--- src/rtl/adc_pkg.sv ---
// Shared definitions for the ADC capture slice: default code width,
// sequencer state encoding and accumulator sizing.
`timescale 1ns/1ps
package adc_pkg;

    localparam int DATA_W_DEF = 8;

    typedef enum logic [1:0] {
        ST_IDLE      = 2'd0,
        ST_WAIT_EDGE = 2'd1,
        ST_SAMPLE    = 2'd2,
        ST_PUSH      = 2'd3
    } state_e;

    // Worst-case sum of 2^avg_log2 codes fits without saturation.
    function automatic int acc_width(input int data_w, input int avg_log2);
        return data_w + avg_log2;
    endfunction

endpackage

--- src/rtl/adc_fifo.sv ---
// Output FIFO for averaged ADC words: register array with a registered head,
// occupancy level and a sticky overflow flag for dropped pushes.
`timescale 1ns/1ps
module adc_fifo #(
    parameter int DATA_W = 8,
    parameter int DEPTH  = 8
) (
    input  logic                     clk,
    input  logic                     rst,
    input  logic                     push_i,
    input  logic [DATA_W-1:0]        push_data_i,
    input  logic                     pop_i,
    output logic [DATA_W-1:0]        data_o,
    output logic                     valid_o,
    output logic [$clog2(DEPTH):0]   level_o,
    output logic                     overflow_o
);
    localparam int PTR_W = $clog2(DEPTH);
    localparam int LVL_W = PTR_W + 1;

    logic [DATA_W-1:0] mem_q [DEPTH];
    logic [PTR_W-1:0]  wr_ptr_q, wr_ptr_d;
    logic [PTR_W-1:0]  rd_ptr_q, rd_ptr_d;
    logic [LVL_W-1:0]  level_q, level_d;
    logic [DATA_W-1:0] head_q, head_d;
    logic              ovf_q, ovf_d;
    logic              full, empty, pop_ok, push_ok;

    always_comb begin
        full    = (level_q == LVL_W'(DEPTH));
        empty   = (level_q == '0);
        pop_ok  = pop_i && !empty;
        push_ok = push_i && (!full || pop_ok);

        rd_ptr_d = pop_ok  ? rd_ptr_q + 1'b1 : rd_ptr_q;
        wr_ptr_d = push_ok ? wr_ptr_q + 1'b1 : wr_ptr_q;

        level_d = level_q;
        if (push_ok && !pop_ok) begin
            level_d = level_q + 1'b1;
        end else if (!push_ok && pop_ok) begin
            level_d = level_q - 1'b1;
        end

        // Incoming word becomes the head when it lands on the next read slot.
        if (push_ok && (wr_ptr_q == rd_ptr_d)) begin
            head_d = push_data_i;
        end else begin
            head_d = mem_q[rd_ptr_d];
        end

        ovf_d = ovf_q || (push_i && !push_ok);
    end

    always_ff @(posedge clk) begin
        if (push_ok) begin
            mem_q[wr_ptr_q] <= push_data_i;
        end
    end

    always_ff @(posedge clk or posedge rst) begin
        if (rst) begin
            wr_ptr_q <= '0;
            rd_ptr_q <= '0;
            level_q  <= '0;
            head_q   <= '0;
            ovf_q    <= 1'b0;
        end else begin
            wr_ptr_q <= wr_ptr_d;
            rd_ptr_q <= rd_ptr_d;
            level_q  <= level_d;
            head_q   <= head_d;
            ovf_q    <= ovf_d;
        end
    end

    assign data_o     = head_q;
    assign valid_o    = !empty;
    assign level_o    = level_q;
    assign overflow_o = ovf_q;

endmodule

--- src/rtl/adc_capture.sv ---
// ADC capture sequencer: synchronises adc_clk, samples adc_data on each edge,
// averages 2^AVG_LOG2 codes and queues the result in the output FIFO.
//   state     | meaning
//   IDLE      | capture disabled
//   WAIT_EDGE | waiting for a synchronised adc_clk rising edge
//   SAMPLE    | add the captured code to the accumulator
//   PUSH      | write the averaged word into the FIFO
`timescale 1ns/1ps
module adc_capture
    import adc_pkg::*;
#(
    parameter int DATA_W     = DATA_W_DEF,
    parameter int AVG_LOG2   = 2,
    parameter int FIFO_DEPTH = 8
) (
    input  logic                          clk,
    input  logic                          rst,
    input  logic                          adc_clk,
    input  logic [DATA_W-1:0]             adc_data,
    input  logic                          enable,
    output logic [DATA_W-1:0]             out_data,
    output logic                          out_valid,
    input  logic                          out_ready,
    output logic                          overflow,
    output logic [$clog2(FIFO_DEPTH):0]   fifo_level
);
    localparam int ACC_W = acc_width(DATA_W, AVG_LOG2);
    localparam int CNT_W = AVG_LOG2 + 1;
    localparam logic [CNT_W-1:0] CNT_LAST = CNT_W'((1 << AVG_LOG2) - 1);

    state_e            state_q;
    logic              sync1_q, sync2_q, hist_q;
    logic [DATA_W-1:0] data_q;
    logic [ACC_W-1:0]  acc_q;
    logic [CNT_W-1:0]  cnt_q;
    logic              push_q;
    logic [DATA_W-1:0] push_data_q;
    logic              edge_det;
    logic [ACC_W-1:0]  acc_sum;

    assign edge_det = sync2_q && !hist_q;
    assign acc_sum  = acc_q + ACC_W'(data_q);

    always_ff @(posedge clk or posedge rst) begin
        if (rst) begin
            state_q     <= ST_IDLE;
            sync1_q     <= 1'b0;
            sync2_q     <= 1'b0;
            hist_q      <= 1'b0;
            data_q      <= '0;
            acc_q       <= '0;
            cnt_q       <= '0;
            push_q      <= 1'b0;
            push_data_q <= '0;
        end else begin
            sync1_q <= adc_clk;
            sync2_q <= sync1_q;
            hist_q  <= sync2_q;
            push_q  <= 1'b0;
            case (state_q)
                ST_IDLE: begin
                    if (enable) begin
                        state_q <= ST_WAIT_EDGE;
                        acc_q   <= '0;
                        cnt_q   <= '0;
                    end
                end
                ST_WAIT_EDGE: begin
                    if (!enable) begin
                        state_q <= ST_IDLE;
                        acc_q   <= '0;
                        cnt_q   <= '0;
                    end else if (edge_det) begin
                        data_q  <= adc_data;
                        state_q <= ST_SAMPLE;
                    end
                end
                ST_SAMPLE: begin
                    // Dropping enable here discards the partial average.
                    if (!enable) begin
                        state_q <= ST_IDLE;
                        acc_q   <= '0;
                        cnt_q   <= '0;
                    end else begin
                        acc_q <= acc_sum;
                        if (cnt_q == CNT_LAST) begin
                            state_q     <= ST_PUSH;
                            push_q      <= 1'b1;
                            push_data_q <= DATA_W'(acc_sum >> AVG_LOG2);
                        end else begin
                            cnt_q   <= cnt_q + 1'b1;
                            state_q <= ST_WAIT_EDGE;
                        end
                    end
                end
                ST_PUSH: begin
                    acc_q   <= '0;
                    cnt_q   <= '0;
                    state_q <= enable ? ST_WAIT_EDGE : ST_IDLE;
                end
                default: state_q <= ST_IDLE;
            endcase
        end
    end

    adc_fifo #(
        .DATA_W (DATA_W),
        .DEPTH  (FIFO_DEPTH)
    ) u_fifo (
        .clk         (clk),
        .rst         (rst),
        .push_i      (push_q),
        .push_data_i (push_data_q),
        .pop_i       (out_ready),
        .data_o      (out_data),
        .valid_o     (out_valid),
        .level_o     (fifo_level),
        .overflow_o  (overflow)
    );

endmodule

--- config.mk ---
export PLATFORM = sky130hd
export DESIGN_NAME = adc_capture
export DESIGN_NICKNAME = d
export VERILOG_FILES = /design/src/rtl/adc_pkg.sv /design/src/rtl/adc_fifo.sv /design/src/rtl/adc_capture.sv
export SDC_FILE = /design/constraint.sdc
export NUM_CORES = 1
export LEC_CHECK = 0
export ABC_CLOCK_PERIOD_IN_PS = 5400
export CELL_PAD_IN_SITES_DETAIL_PLACEMENT = 1
export CELL_PAD_IN_SITES_GLOBAL_PLACEMENT = 1
export CORE_MARGIN = 2
export CORE_UTILIZATION = 54
export CTS_CLUSTER_SIZE = 40
export DETAILED_ROUTE_END_ITERATION = 7
export PLACE_DENSITY_LB_ADDON = 0.1
export SLEW_MARGIN = 20
export SYNTH_ARGS = -nofsm -noshare
export SYNTH_HDL_FRONTEND = slang
export SYNTH_HIERARCHICAL = 1
export SYNTH_SLANG_ARGS = --single-unit
--- constraint.sdc ---
create_clock -name clk -period 5.4 [get_ports clk]
set_clock_uncertainty 0.1 [all_clocks]
set_input_delay 1.62 -clock clk [delete_from_list [all_inputs] [get_ports clk]]
set_output_delay 1.62 -clock clk [all_outputs]
set_load 0.03 [all_outputs]
==> results.md <==
* Final WS setup at 1.36 ns
* Crit. End Element: flop
* Root Driver: clkbuf_8
* Worst-Margin Slew at ~1.1 ns
* RSZ-0062 raised after global routing: no
* R2R cell count at 10
* Resize count post-CTS at 0
* Worst slew margin at 25.6%
* Number of synthesis warnings at 6
* Area share of the largest cell type after synthesis at between 30% and 40%
* DRC Markers at 0
* Register area share after synthesis at 55.9%
* Clk network pwr share at 35.3%
* Post-DRT Antenna Nets at 0
* Mapped Nets at 487
* Fin area at 6840 sq um
* Crit-path cells: clkdlybuf4s50_1 -> o41a_4 -> inv_2 -> o21ai_1 -> a21boi_1 -> o2111ai_4 -> mux2_2
* Nets at 517
* P_sw at around 1.0 mW
* Total die area at 11700 sq um
* # setup viols final at 0
* Flop pwr share at approximately 34%
* Sequential cell area at about 3300 sq um
* Clock Tree Buf Depth at 2
* Dpl cell area at 6240 sq um
* Post-DP HPWL at roughly 9500 microns
* Hold depth at 0
* Top-count cell post-synth: nand2_1
* Largest net degree at the start of global routing at 36
* Peak Freq at 247 MHz
* CP arrival at 4.35 ns
* First-pass GRT wire length at 23100 microns
* Fin. max-slew vios at 0
* CTS tree: done
* Internal at roughly 2.2 mW
* CP Max Fanout at 34
* Hold Path Class: reg2reg
* Mapped Area at approximately 5900 sq um
* GRT overflow at 0
* Port Buf Inserts at 26
* Final TNS setup at 0 ns
* Clock transition at path regs at roughly 0.060 ns
* # hold bufs at CTS at 0
* CTS HTree Levels at 4
* GRT Total Usage at 27.2%
* DR vias/cell at 6.13
* Yosys top cell by area: edfxtp_1
* Syn Inst Count at 457
* CP startpoint kind: input pin
* Clock Sinks at 118
* Initial antenna violation count at 0
* Synth Flop Type: edfxtp_1
* Net Sw Frac at 32.3%
* Count of cell types in the netlist at 50
* Vias after detailed routing at 3914
* Total power at 3.24 mW
* IO Pins at 27
* Core area at around 11000 sq um
* Layout cells sized above 1 at 17.6%
* Crit-path max cell delay at 0.58 ns
* Comb pwr share at 30.6%
* Syn-to-layout area delta at 16.9%
* Total CTS buffers at 17
* Post-layout util at 63.9%
* Peak VDD IR at approximately 0.41 mV
* Total of max-cap violations at 0
* # fillers at 1052
* Largest cells by area after synthesis: edfxtp_1 (33%), dfrtp_1 (23%), mux4_2 (6.9%), mux2_2 (5.0%), nand2_1 (4.5%)
* Crit path required time at 5.71 ns
* Die height at 108 microns
* CP max-delay cell: o21ai_1
* Vias in the first global route at 4298
* Period minus WS final at 4.04 ns
* Clock Latency Late Sink at between 0.5 and 0.6 ns
* Dpl ws at 0.900 ns
* Row cnt at 38
* Initial Util at 54.7%
* Power density over the cells at 474 nW/um^2
* Footprint of the multi-input gates at 2430 sq um
* WL final at about 14000 microns
* Leak at 2.50 nW
* Mean Syn Cell Area at about 13 sq um
* Final GP Congestion at 0.883
* Crit path kind: in2reg
* Asr flop ratio synth at approximately 46%
* DR WL/cell at 22.5 microns
* 1st-iter DRT viols at 177
* Commonest cells in the netlist: nand2_1 (70), edfxtp_1 (64), dfrtp_1 (54), mux2_2 (26), mux2i_1 (23)
* Run status: finished, final reports clean
* Final worst path period share at approximately three quarters
* Die Width at 108 microns
* Number of flops mapped to enable cells by yosys at 64
* # diodes at 0
* Final Hold Viols at 0
* Synth Register Bits at approximately 120
* Setup Buffers After CTS at 0
* Drt first pass iters at 4
[registers in the layout (all words and copies together) (netlist names)]
register,cells
u_fifo/wr_ptr_q,3
u_fifo/rd_ptr_q,3
sync1_q,1
push_data_q,8
u_fifo/data_o,8
hist_q,1
cnt_q,3
acc_q,10
state_q,2
u_fifo/level_o,4
sync2_q,1
data_q,8
u_fifo/mem_q,64
push_q,1
u_fifo/overflow_o,1
[worst paths after layout]
check	from	end	slack, ns
worst max-delay path	out_ready	u_fifo/data_o[2]	1.36
worst min-delay path	sync1_q	sync2_q	0.26
worst max register to register	u_fifo/level_o[3]	u_fifo/level_o[3]	2.20
worst min register to register	sync1_q	sync2_q	0.26
max in group asynchronous	rst	u_fifo/data_o[6]	3.13
min in group asynchronous	rst	push_q	1.44
[metrics by stage]
step / cells / hold slack (ns)
after floorplan: 457 / 0.231
after global placement: 608 / 0.234
after detailed placement: 608 / 0.250
after CTS: 639 / 0.263
after global routing: 639 / 0.271
final: 639 / 0.259
[layout by cell type (no fill, tap or decap), types with 15 or more instances in the layout]
| cell | instances |
|---|---|
| nand2_1 | 70 |
| edfxtp_1 | 64 |
| dfrtp_1 | 54 |
| mux2_2 | 26 |
| clkdlybuf4s50_1 | 26 |
| mux2i_1 | 23 |
| a21oi_1 | 21 |
| mux4_2 | 18 |
| clkbuf_16 | 16 |
| ha_1 | 15 |
[cell families after synthesis]
family	after synthesis	synth area share, %
DFF	118	55.9
and+or+nand+nor	117	8.92
AOI/OAI and AO/OA	84	10.1
muxes	67	15.9
buffers and inverters	37	2.61
xor gates and xnor gates	17	2.67
adders and majority gates	17	3.89
[routing by layer]
metal	wire length [microns]	up-vias	global-route usage (%)
met3	478	28	6.87
met4	318	0	12.9
li1	-	1774	-
met2	7600	85	47.3
met1	6010	2027	31.5
met5	0	-	0
[layout make-up]
cell class,instances,area share (%)
Multi-Input combinational cell,302,35.5
Tap cell,140,2.56
Clock buffer,18,6.11
Timing Repair Buffer,31,4.35
Sequential cell,118,47.9
Clock inverter,13,2.65
Inverter,17,0.933
[worst max-delay path, delay by kind of cell]
family                 cells  cell delay, ns
AO/OA/AOI/OAI              4            1.51
buffers and inverters      2            0.79
multiplexers               1            0.40
[power by group through the flow]
stage          registers [mW]  logic (mW)  clock network (mW)
3_3_place_gp             1.11       0.946                   0
6_report                 1.10       0.993                1.15
4_1_cts                  1.10       0.995                1.17
5_1_grt                  1.11        1.06                1.20
2_1_floorplan            1.16       0.665                   0
3_5_place_dp             1.12       0.977                   0
Note: power is estimated with default switching activity, not from simulation.
